## src/rtl/reg_shift_seq_if.sv

```systemverilog
// Bundles the command port and the register-side port of the reg_8bit sequencer.
interface reg_shift_seq_if #(
    parameter int WIDTH = 8,
    parameter int AMT_W = 3
);
    logic             start;
    logic [WIDTH-1:0] cmd_data;
    logic             cmd_arith;
    logic [AMT_W-1:0] cmd_amt;
    logic [WIDTH-1:0] reg_q;
    logic [1:0]       reg_f;
    logic [WIDTH-1:0] reg_d;
    logic             busy;
    logic             done;
    logic [WIDTH-1:0] result;

    // Handshake: start is taken on any edge where busy=0; it is ignored (not queued) while busy=1.
    // done pulses for one cycle with result valid; start may be raised in that same cycle.
    modport master (
        output start, cmd_data, cmd_arith, cmd_amt, reg_q,
        input  reg_f, reg_d, busy, done, result
    );

    modport slave (
        input  start, cmd_data, cmd_arith, cmd_amt, reg_q,
        output reg_f, reg_d, busy, done, result
    );
endinterface

```

## src/rtl/reg_shift_seq.sv

```systemverilog
// Sequencer for reg_8bit: one load cycle, amt one-bit right shifts, then capture of the result.
module reg_shift_seq #(
    parameter int WIDTH = 8,
    parameter int AMT_W = 3
) (
    input  logic           clock,
    input  logic           reset,
    reg_shift_seq_if.slave bus,
    output logic [1:0]     dbg_state_o
);
    typedef enum logic [1:0] {
        S_IDLE    = 2'd0,
        S_LOAD    = 2'd1,
        S_SHIFT   = 2'd2,
        S_CAPTURE = 2'd3
    } state_t;

    state_t           state_q,  state_d;
    logic [WIDTH-1:0] data_q,   data_d;
    logic             arith_q,  arith_d;
    logic [AMT_W-1:0] amt_q,    amt_d;
    logic [AMT_W-1:0] cnt_q,    cnt_d;
    logic [WIDTH-1:0] result_q, result_d;
    logic             done_q,   done_d;
    logic [1:0]       reg_f_c;

    always_ff @(posedge clock) begin
        if (reset) begin
            state_q  <= S_IDLE;
            data_q   <= '0;
            arith_q  <= 1'b0;
            amt_q    <= '0;
            cnt_q    <= '0;
            result_q <= '0;
            done_q   <= 1'b0;
        end else begin
            state_q  <= state_d;
            data_q   <= data_d;
            arith_q  <= arith_d;
            amt_q    <= amt_d;
            cnt_q    <= cnt_d;
            result_q <= result_d;
            done_q   <= done_d;
        end
    end

    // reg_f depends only on registered state, so the register never sees a glitching function.
    always_comb begin
        state_d  = state_q;
        data_d   = data_q;
        arith_d  = arith_q;
        amt_d    = amt_q;
        cnt_d    = cnt_q;
        result_d = result_q;
        done_d   = 1'b0;
        reg_f_c  = 2'b00;
        case (state_q)
            S_IDLE: begin
                if (bus.start) begin
                    data_d  = bus.cmd_data;
                    arith_d = bus.cmd_arith;
                    amt_d   = bus.cmd_amt;
                    state_d = S_LOAD;
                end
            end
            S_LOAD: begin
                reg_f_c = 2'b01;
                cnt_d   = amt_q;
                state_d = (amt_q != '0) ? S_SHIFT : S_CAPTURE;
            end
            S_SHIFT: begin
                reg_f_c = {1'b1, arith_q};
                cnt_d   = cnt_q - AMT_W'(1);
                if (cnt_q == AMT_W'(1)) begin
                    state_d = S_CAPTURE;
                end
            end
            S_CAPTURE: begin
                result_d = bus.reg_q;
                done_d   = 1'b1;
                state_d  = S_IDLE;
            end
            default: begin
                state_d = S_IDLE;
            end
        endcase
    end

    assign bus.reg_f    = reg_f_c;
    assign bus.reg_d    = data_q;
    assign bus.busy     = (state_q != S_IDLE);
    assign bus.done     = done_q;
    assign bus.result   = result_q;
    assign dbg_state_o  = state_q;
endmodule

```

## src/flat_wrapper.sv

```systemverilog
// flat-port wrapper written by rule: the top's interface ports become plain ports
module reg_shift_seq_flat 
#(
    parameter int WIDTH = 8,
    parameter int AMT_W = 3
)
  (clock, reset, dbg_state_o, bus_start, bus_cmd_data, bus_cmd_arith, bus_cmd_amt, bus_reg_q, bus_reg_f, bus_reg_d, bus_busy, bus_done, bus_result);
  reg_shift_seq_if #(.WIDTH(WIDTH), .AMT_W(AMT_W)) bus_i ();
  input  logic clock;
  input  logic reset;
  output logic [1:0] dbg_state_o;
  input wire logic [$bits(bus_i.start)-1:0] bus_start;
  input wire logic [$bits(bus_i.cmd_data)-1:0] bus_cmd_data;
  input wire logic [$bits(bus_i.cmd_arith)-1:0] bus_cmd_arith;
  input wire logic [$bits(bus_i.cmd_amt)-1:0] bus_cmd_amt;
  input wire logic [$bits(bus_i.reg_q)-1:0] bus_reg_q;
  output wire logic [$bits(bus_i.reg_f)-1:0] bus_reg_f;
  output wire logic [$bits(bus_i.reg_d)-1:0] bus_reg_d;
  output wire logic [$bits(bus_i.busy)-1:0] bus_busy;
  output wire logic [$bits(bus_i.done)-1:0] bus_done;
  output wire logic [$bits(bus_i.result)-1:0] bus_result;
  assign bus_i.start = bus_start;
  assign bus_i.cmd_data = bus_cmd_data;
  assign bus_i.cmd_arith = bus_cmd_arith;
  assign bus_i.cmd_amt = bus_cmd_amt;
  assign bus_i.reg_q = bus_reg_q;
  assign bus_reg_f = bus_i.reg_f;
  assign bus_reg_d = bus_i.reg_d;
  assign bus_busy = bus_i.busy;
  assign bus_done = bus_i.done;
  assign bus_result = bus_i.result;
  reg_shift_seq #(.WIDTH(WIDTH), .AMT_W(AMT_W)) u_core (.clock(clock), .reset(reset), .bus(bus_i), .dbg_state_o(dbg_state_o));
endmodule
```

## config.mk

```make
export PLATFORM = sky130hd
export DESIGN_NAME = reg_shift_seq_flat
export DESIGN_NICKNAME = d
export VERILOG_FILES = /design/src/rtl/reg_shift_seq_if.sv /design/src/rtl/reg_shift_seq.sv /design/src/flat_wrapper.sv
export SDC_FILE = /design/constraint.sdc
export NUM_CORES = 1
export LEC_CHECK = 0
export BUFFER_PORTS_ARGS = -buffer_cell sky130_fd_sc_hd__buf_2
export CORE_UTILIZATION = 45
export CTS_CLUSTER_SIZE = 30
export DETAILED_ROUTE_END_ITERATION = 6
export PLACE_DENSITY = 0.75
export SETUP_SLACK_MARGIN = 0.5
export SYNTH_ARGS = -nofsm -noshare
export SYNTH_HDL_FRONTEND = slang
export SYNTH_SLANG_ARGS = --single-unit
```

## constraint.sdc

```tcl
create_clock -name clock -period 1.55 [get_ports clock]
set_input_delay 0.31 -clock clock [delete_from_list [all_inputs] [get_ports clock]]
set_output_delay 0.31 -clock clock [all_outputs]
set_load 0.03 [all_outputs]
```

==> impl_metrics.yaml, run 1 <==
drt:
  vias: 1175
  vias_per_cell: 5.60
  drc: 0
  drtIter0Drc: 42
  first_pass_iters: 4
  routed_wl_mm: 3.67
  avgRoutedWirePerCell_um: 17.5
  postRouteAntennaNets: 0
finish:
  stdcell_count: 210
  num_antenna_cells: 0
  layout-drive-gt1-share_pct: 67.6
  area_growth_pct: 64.4
  layout.nets: 214
min_path:
  min_path_cells: 3
  hp-start: "bus_cmd_data[6]"
  min_path_type: "in2reg"
  holdPathEnd: "u_core.bus.reg_d[6]$_SDFFE_PP0P_"
setup_path:
  r2r_cells: 7
  crit_required_ns: 1.24
  reg2reg_to: "u_core.dbg_state_o[0]$_SDFFE_PP0P_"
  slowest_delay_ns: 0.42
  rr_startpoint: "u_core.dbg_state_o[0]$_SDFFE_PP0P_"
  crit_path_start_kind: "flip-flop"
  cp.arrival_ns: 1.33
  worstSetupPathType: "reg2out"
  worstPathMaxFanout: 4
  timing.reg2reg.setup_slack_ns: 0.13
  crit_chain: "inv_6 -> ha_4 -> nor2b_4 -> buf_6"
  crit_path_end_kind: "output port"
  cp_slowest_cell: "dfxtp_4"
clocking:
  htreeDepth: 1
  clk_pin_slew_worst_paths_ns: 0.15
  clkLatencyLatePin_ns: 0.32
  cts_num_sinks: 26
  cts_tree: "built"
  numCtsBuffers: 3
  cts.path.max_buffers: 2
  root_buffer: "clkbuf_4"
yosys:
  seq_area_frac_synth_pct: 45.5
  yosys_warnings: 0
  yosysUniqueCellTypes: 21
  syn_inst: 126
  syn_avg_cell_area_um2: 9.08
  syn-cell-area_mm2: 0.00114
  synth_flop_cell: "dfxtp_1"
  syn_nets: 157
  synth_seq_cells: 26
  synth_edf_count: 0
  synthArstFlopShare_pct: 0
grt:
  antenna_found_initial: 0
  grt-ovfl-total: 0
  grt_max_degree: 27
  grt_pass1_vias: 1096
  grt_pass1_wl_mm: 4.90
  grt_usage_pct: 25.1
timing:
  finalCritPeriodShare_pct: 106
  worst_pin_slew_ns: 0.612
  max_freq_mhz: 609
  hold_violations: 0
  setup_slack_ns: -0.0913
  rsz0062_at_grt: "true"
  setup_violations: 1
  slew-limit-headroom_pct: 59.2
  finalCriticalPeriod_ns: 1.64
  slew_viol_final: 0
  clock_skew_ns: 0.00876
status:
  status: "complete, but fails checks"
  violations: "negative setup slack"
floorplanning:
  chipHeight_um: 52.4
  core_area_mm2: 0.00230
  die-area_mm2: 0.00275
  initial_core_util_pct: 49.8
  rows: 17
  fp.dieW_um: 52.4
  ioPinCount: 45
placement:
  port_buffers: 44
  gp_congestion: 0.740
  hpwl_mm: 1.73
  dp.cells: 192
pwr:
  peakVddDrop_mv: 1.10
  p_leak_nw: 0.774
  p_per_area_mw_per_mm2: 1630
  p_total_mw: 3.07
run:
  cap_viol_max_count: 0
registers in the layout (all words and copies together), names as in the netlist:
signal and count:
u_core.bus.reg_d 8, u_core.bus.result 8, u_core.amt_q 3, u_core.cnt_q 3, u_core.dbg_state_o 2, u_core.arith_q 1, u_core.bus.done 1
cell families after synthesis:
logic type,share of synthesized area (%)
AOI/OAI and AO/OA,13.3
adders and majority gates,8.75
buffers and inverters,6.46
DFF,45.5
muxes,9.63
and+or+nand+nor,16.3
routing by layer:
layer	routed length (um)	GRT usage [%]
met2	1920	45.6
met4	127	11.4
met5	0	0
met3	231	5.22
met1	1380	27.4
worst max path at each step:
stage	start	to	slack [ns]	cells past startpoint
after CTS	u_core.dbg_state_o[1]$_SDFFE_PP0P_	bus_reg_f[0]	-0.1	4
after global placement	u_core.dbg_state_o[1]$_SDFFE_PP0P_	bus_reg_f[0]	0.19	4
after detailed placement	u_core.dbg_state_o[1]$_SDFFE_PP0P_	bus_reg_f[0]	0.15	4
after global routing	u_core.dbg_state_o[0]$_SDFFE_PP0P_	bus_reg_f[0]	-0.13	4
final	u_core.dbg_state_o[0]$_SDFFE_PP0P_	bus_reg_f[0]	-0.09	4
after floorplan	u_core.dbg_state_o[1]$_SDFFE_PP0P_	bus_reg_f[0]	0.22	3
worst max-delay path: cells and delay by family, from the launching register on:
kind / cells / cell delay [ns]
flip-flops: 1 / 0.42
AND/OR/NAND/NOR: 1 / 0.14
adder cells (fa/ha/maj): 1 / 0.26
buffers and inverters: 2 / 0.18
through the flow:
stage / utilization, % / setup TNS, ns / hold slack, ns / cell area [um^2] / setup slack, ns
after floorplan: - / 0 / 0.436 / 1230 / 0.220
after global placement: 62.1 / 0 / 0.439 / 1430 / 0.189
after detailed placement: 62.1 / 0 / 0.444 / 1430 / 0.153
after CTS: 78.1 / -0.0994 / 0.193 / 1790 / -0.0994
after global routing: 81.9 / -0.135 / 0.190 / 1880 / -0.135
final: 81.9 / -0.0913 / 0.206 / 1880 / -0.0913
synthesized netlist by cell type, types with 2 or more instances:
master,n,area (um^2)
dfxtp_1,26,521
nand2_1,26,97.6
a21oi_1,15,75.1
nor2_1,15,56.3
mux2i_1,11,110
ha_1,8,100
inv_1,7,26.3
buf_2,2,10.0
buf_6,2,22.5
clkbuf_1,2,7.51
nor2b_1,2,12.5
final cells by class:
cell class / instances / area, um^2
well taps: 28 / 35.0
multi-input cells: 87 / 721
inverters: 7 / 38.8
clock buffers: 4 / 47.5
flip-flops and latches: 26 / 549
fillers: 138 / 417
repair buffers: 58 / 489
layout by cell type (no fill, tap or decap), types with 2 or more instances in the layout:
| cell | n |
|---|---|
| dfxtp_2 | 17 |
| buf_2 | 22 |
| ha_4 | 3 |
| nand2_2 | 11 |
| clkbuf_4 | 3 |
| dfxtp_1 | 7 |
| a21oi_1 | 3 |
| inv_1 | 4 |
| ha_1 | 4 |
| a21oi_2 | 11 |
| buf_4 | 7 |
| buf_6 | 29 |
| dfxtp_4 | 2 |
| o21ai_2 | 2 |
| nor2_1 | 14 |
| and2_4 | 2 |
| mux2i_1 | 10 |
| nand2_1 | 14 |
timing repair:
item / in CTS / in global routing
gates cloned: 1 / 0
gates resized for setup: 80 / 22
pin swaps: 4 / 4
endpoints found under the setup margin: 47 / 48
setup buffers: 10 / 3
hold buffers: 0 / 0
power breakdown:
group	switching, mW	total, mW	internal, mW
combinational	0.903	1.73	0.826
sequential	0.126	0.940	0.814
clock	0.205	0.402	0.197
total	1.23	3.07	1.84
Note: power is estimated with default switching activity, not from simulation.
==> inputs of run 2 (changes only) <==
--- a/config.mk
+++ b/config.mk
@@ -10,6 +10,7 @@
 export CTS_CLUSTER_SIZE = 30
 export DETAILED_ROUTE_END_ITERATION = 6
 export PLACE_DENSITY = 0.75
+export REMOVE_ABC_BUFFERS = 1
 export SETUP_SLACK_MARGIN = 0.5
 export SYNTH_ARGS = -nofsm -noshare
 export SYNTH_HDL_FRONTEND = slang
==> impl_metrics.yaml, run 2 (synthesis results as in run 1) <==
grt:
  grt_usage_pct: 25.1
  antenna_found_initial: 0
  grt_pass1_vias: 1163
  grt-ovfl-total: 0
  grt_pass1_wl_mm: 4.97
  grt_max_degree: 27
finish:
  num_antenna_cells: 0
  fin_util_pct: 81.8
  area_growth_pct: 64.3
  layout_commonest_cell: "buf_6"
  layout.nets: 216
  finalInstanceArea_mm2: 0.00188
  layout-drive-gt1-share_pct: 63.6
  fill_cells: 126
  final_cell_mix: "buf_6, buf_2, nand2_1, dfxtp_2, nor2_1"
clocking:
  clkLatencyLatePin_ns: 0.31
  htreeDepth: 1
  hold_buffers: 0
  root_buffer: "clkbuf_4"
  cts.path.max_buffers: 2
  clk_pin_slew_worst_paths_ns: 0.14
  numCtsBuffers: 3
  cts_num_sinks: 26
  cts_tree: "built"
min_path:
  min_path_type: "in2reg"
floorplanning:
  core_area_mm2: 0.00230
  fp.dieW_um: 52.4
  chipHeight_um: 52.4
  rows: 17
  initial_core_util_pct: 49.8
  ioPinCount: 45
  die-area_mm2: 0.00275
status:
  violations: "negative setup slack"
  status: "complete, but fails checks"
placement:
  post_dp_cell_area_mm2: 0.00139
  gp_congestion: 0.805
  hpwl_mm: 1.79
  port_buffers: 44
timing:
  finalCritPeriodShare_pct: 106
  max_freq_mhz: 610
  fin_setup_tns_ns: -0.132
  worst_pin_slew_ns: 0.534
  rsz0062_at_grt: "true"
  slew-limit-headroom_pct: 64.4
  hold_violations: 0
  setup_slack_ns: -0.0888
  setup_violations: 2
  finalCriticalPeriod_ns: 1.64
  slew_viol_final: 0
  clock_skew_ns: 0.00138
drt:
  postRouteAntennaNets: 0
  first_pass_iters: 6
  routed_wl_mm: 3.29
  drc: 0
  avgRoutedWirePerCell_um: 15.5
  drtIter0Drc: 19
  vias: 1134
  vias_per_cell: 5.35
setup_path:
  crit_path_start_kind: "flip-flop"
  slowest_delay_ns: 0.38
  worstSetupPathType: "reg2out"
  timing.reg2reg.setup_slack_ns: 0.12
  cp.arrival_ns: 1.33
  crit_path_end_kind: "output port"
  crit_required_ns: 1.24
  cp_common_cell: "buf_6"
  worstPathMaxFanout: 3
  cp_slowest_cell: "dfxtp_4"
  crit_chain: "buf_6 -> ha_4 -> a21oi_2 -> nor2b_4 -> buf_6"
run:
  cap_viol_max_count: 0
pwr:
  peakVddDrop_mv: 1.25
  p_per_area_mw_per_mm2: 1640
  p_leak_nw: 0.786
-- run 2: cell types whose count changed in the layout (fill, tap and decap cells not counted), moves of 2 or more --
cell     delta
buf_6       +2
a21oi_2     -4
a21oi_1     +5
nand2_2     -3
nand2_1     +3
-- run 2: worst paths after layout --
check,from,endpoint,depth (start not counted)
setup reg to reg,u_core.dbg_state_o[1]$_SDFFE_PP0P_,u_core.dbg_state_o[0]$_SDFFE_PP0P_,5
hold reg to reg,u_core.amt_q[2]$_SDFFE_PP0P_,u_core.amt_q[2]$_SDFFE_PP0P_,2
setup / recovery,u_core.dbg_state_o[0]$_SDFFE_PP0P_,bus_reg_f[0],5
hold / removal,bus_cmd_data[7],u_core.bus.reg_d[7]$_SDFFE_PP0P_,3
-- run 2: power by group --
part           internal (mW)  leakage (nW)  switching (mW)
Sequential             0.814         0.221           0.111
Clock                  0.261        0.0279           0.199
Combinational          0.831         0.537           0.873
-- run 2: layout make-up --
type                       instances  area [um^2]  area share [%]
multi-input combinational         87          694            37.0
sequential                        26          549            29.2
timing repair buffer              60          512            27.2
inverter                           7         36.3            1.93
tap                               28         35.0            1.86
clock inverter                     1         30.0            1.60
clock buffer                       3         22.5            1.20
-- run 2: through the flow --
stage	cells	total power, mW	worst slack [ns]	hold WS (ns)
CTS	208	2.87	-0.0762	0.197
floorplan	119	1.60	-0.367	0.376
global placement	196	1.85	0.164	0.441
global route	212	3.23	-0.146	0.185
detailed placement	196	1.91	0.0466	0.450
finish	212	3.09	-0.0888	0.209
-- run 2: worst max-delay path: cells and delay by family, from the launching register on --
family | cells | cell delay (ns)
and+or+nand+nor | 1 | 0.05
adders and majority gates | 1 | 0.16
DFF | 1 | 0.38
buffers and inverters | 2 | 0.26
AOI/OAI and AO/OA | 1 | 0.15
-- run 2: per-layer routing --
layer  track usage, %  vias to the layer above  wire (um)
met5                0                        -          0
met4             10.1                        0         93
met3             6.38                       10        209
met2             48.5                       53       1790
met1             24.7                      545       1190
li1                 -                      526          -
-- run 2: repair_timing --
item                                    CTS  global route
gates cloned                              2             0
endpoints found under the setup margin   48            48
resized for setup                       108             9
buffers inserted                          6             4
pin swaps                                 2             0
==> inputs of run 3 (changes only) <==
==> constraint.sdc (replaced) <==
create_clock -name clock -period 1.95 [get_ports clock]
set_input_delay 0.39 -clock clock [delete_from_list [all_inputs] [get_ports clock]]
set_output_delay 0.39 -clock clock [all_outputs]
set_load 0.03 [all_outputs]
==> impl_metrics.yaml, run 3 (synthesis results as in run 1) <==
timing:
  slew-limit-headroom_pct: 69.4
  worst_pin_slew_ns: 0.459
  finalCritPeriodShare_pct: 87.8
  setup_violations: 0
  rsz0062_at_grt: "true"
  fin_setup_tns_ns: 0
  clock_skew_ns: 0.00167
  max_freq_mhz: 584
  finalCriticalPeriod_ns: 1.71
  hold_violations: 0
  slew_viol_final: 0
floorplanning:
  rows: 17
  die-area_mm2: 0.00275
  core_area_mm2: 0.00230
  initial_core_util_pct: 49.8
  ioPinCount: 45
  fp.dieW_um: 52.4
  chipHeight_um: 52.4
drt:
  avgRoutedWirePerCell_um: 12.4
  drc: 0
  drtIter0Drc: 9
  first_pass_iters: 4
  vias_per_cell: 4.91
  routed_wl_mm: 2.56
  postRouteAntennaNets: 0
  vias: 1011
clocking:
  clk_pin_slew_worst_paths_ns: 0.14
  root_buffer: "clkbuf_4"
  cts_tree: "built"
  numCtsBuffers: 3
  clkLatencyLatePin_ns: 0.31
  htreeDepth: 1
  cts_num_sinks: 26
  cts.path.max_buffers: 2
placement:
  gp_congestion: 0.783
  hpwl_mm: 1.77
  post_dp_cell_area_mm2: 0.00136
  port_buffers: 44
min_path:
  hp-start: "bus_cmd_data[6]"
  holdPathEnd: "u_core.bus.reg_d[6]$_SDFFE_PP0P_"
  min_path_type: "in2reg"
  min_path_cells: 3
finish:
  num_antenna_cells: 0
  fill_cells: 178
  layout-drive-gt1-share_pct: 43.3
  layout_commonest_cell: "buf_2"
  final_cell_mix: "buf_2, nand2_1, dfxtp_1, nor2_1, a21oi_1"
  finalInstanceArea_mm2: 0.00156
  seqCellArea_um2: 528
  multi_input_area_um2: 602
  layout.nets: 210
  fin_util_pct: 68.1
  area_growth_pct: 36.8
pwr:
  peakVddDrop_mv: 0.759
  p_per_area_mw_per_mm2: 1270
  p_total_mw: 1.99
  p_leak_nw: 0.703
setup_path:
  cp.arrival_ns: 1.32
  crit_required_ns: 1.56
  worstPathMaxFanout: 3
  rr_startpoint: "u_core.dbg_state_o[1]$_SDFFE_PP0P_"
  r2r_cells: 7
  crit_path_end_kind: "output port"
  reg2reg_to: "u_core.dbg_state_o[0]$_SDFFE_PP0P_"
  timing.reg2reg.setup_slack_ns: 0.44
  worstSetupPathType: "reg2out"
  crit_path_start_kind: "flip-flop"
  critPathLaunch: "u_core.dbg_state_o[1]$_SDFFE_PP0P_"
grt:
  grt_max_degree: 27
  antenna_found_initial: 0
  grt_pass1_wl_mm: 4.00
  grt_usage_pct: 19.7
  grt-ovfl-total: 0
  grt_pass1_vias: 989
status:
  status: "finished, final reports clean"
run:
  cap_viol_max_count: 0
-- run 3: repair_timing --
| action | in CTS | in global routing |
|---|---|---|
| buffers inserted | 9 | 1 |
| pin swaps | 2 | 5 |
| resized for setup | 23 | 7 |
| hold buffers | 0 | 0 |
| endpoints found under the setup margin | 13 | 23 |
-- run 3: layout make-up --
cell class                      count  share of cell area (%)
Timing Repair Buffer               55                    21.0
Clock buffer                        4                    2.32
Tap cell                           28                    2.24
Multi-Input combinational cell     86                    38.5
Inverter                            7                    2.16
Sequential cell                    26                    33.8
-- run 3: routing by layer --
metal  part of all wire, %  global-route usage, %  up-vias  wire [um]
met5                     0                      0        -          0
met4                  0.43                   7.02        0         11
met3                   4.1                   2.61        2        106
met2                    55                   38.2       31       1400
met1                    40                   21.3      461       1040
li1                      -                      -      517          -
-- run 3: power by group --
| group | switching (mW) | internal [mW] | total, mW |
|---|---|---|---|
| clock network | 0.155 | 0.114 | 0.269 |
| registers | 0.0680 | 0.636 | 0.704 |
| logic | 0.569 | 0.451 | 1.02 |
-- run 3: how the worst max path moves through the flow --
stage	to	slack, ns
final	bus_reg_f[0]	0.24
after global routing	bus_reg_f[0]	0.20
after CTS	bus_reg_f[0]	0.27
after detailed placement	bus_reg_f[0]	0.25
after global placement	bus_reg_f[0]	0.30
after floorplan	bus_reg_f[0]	-0.05
-- run 3: worst max-delay path, cell delays in order, from the launching register on --
cell and delay (ns):
dfxtp_4 0.39, buf_6 0.12, ha_4 0.16, a21oi_2 0.15, nor2b_2 0.06, buf_6 0.13
-- run 3: metrics by stage --
stage,hold WS [ns],worst slack (ns),std cells
after floorplan,0.430,-0.0465,119
after global placement,0.440,0.302,192
after detailed placement,0.448,0.247,192
after CTS,0.284,0.266,205
after global routing,0.275,0.196,206
final,0.291,0.238,206
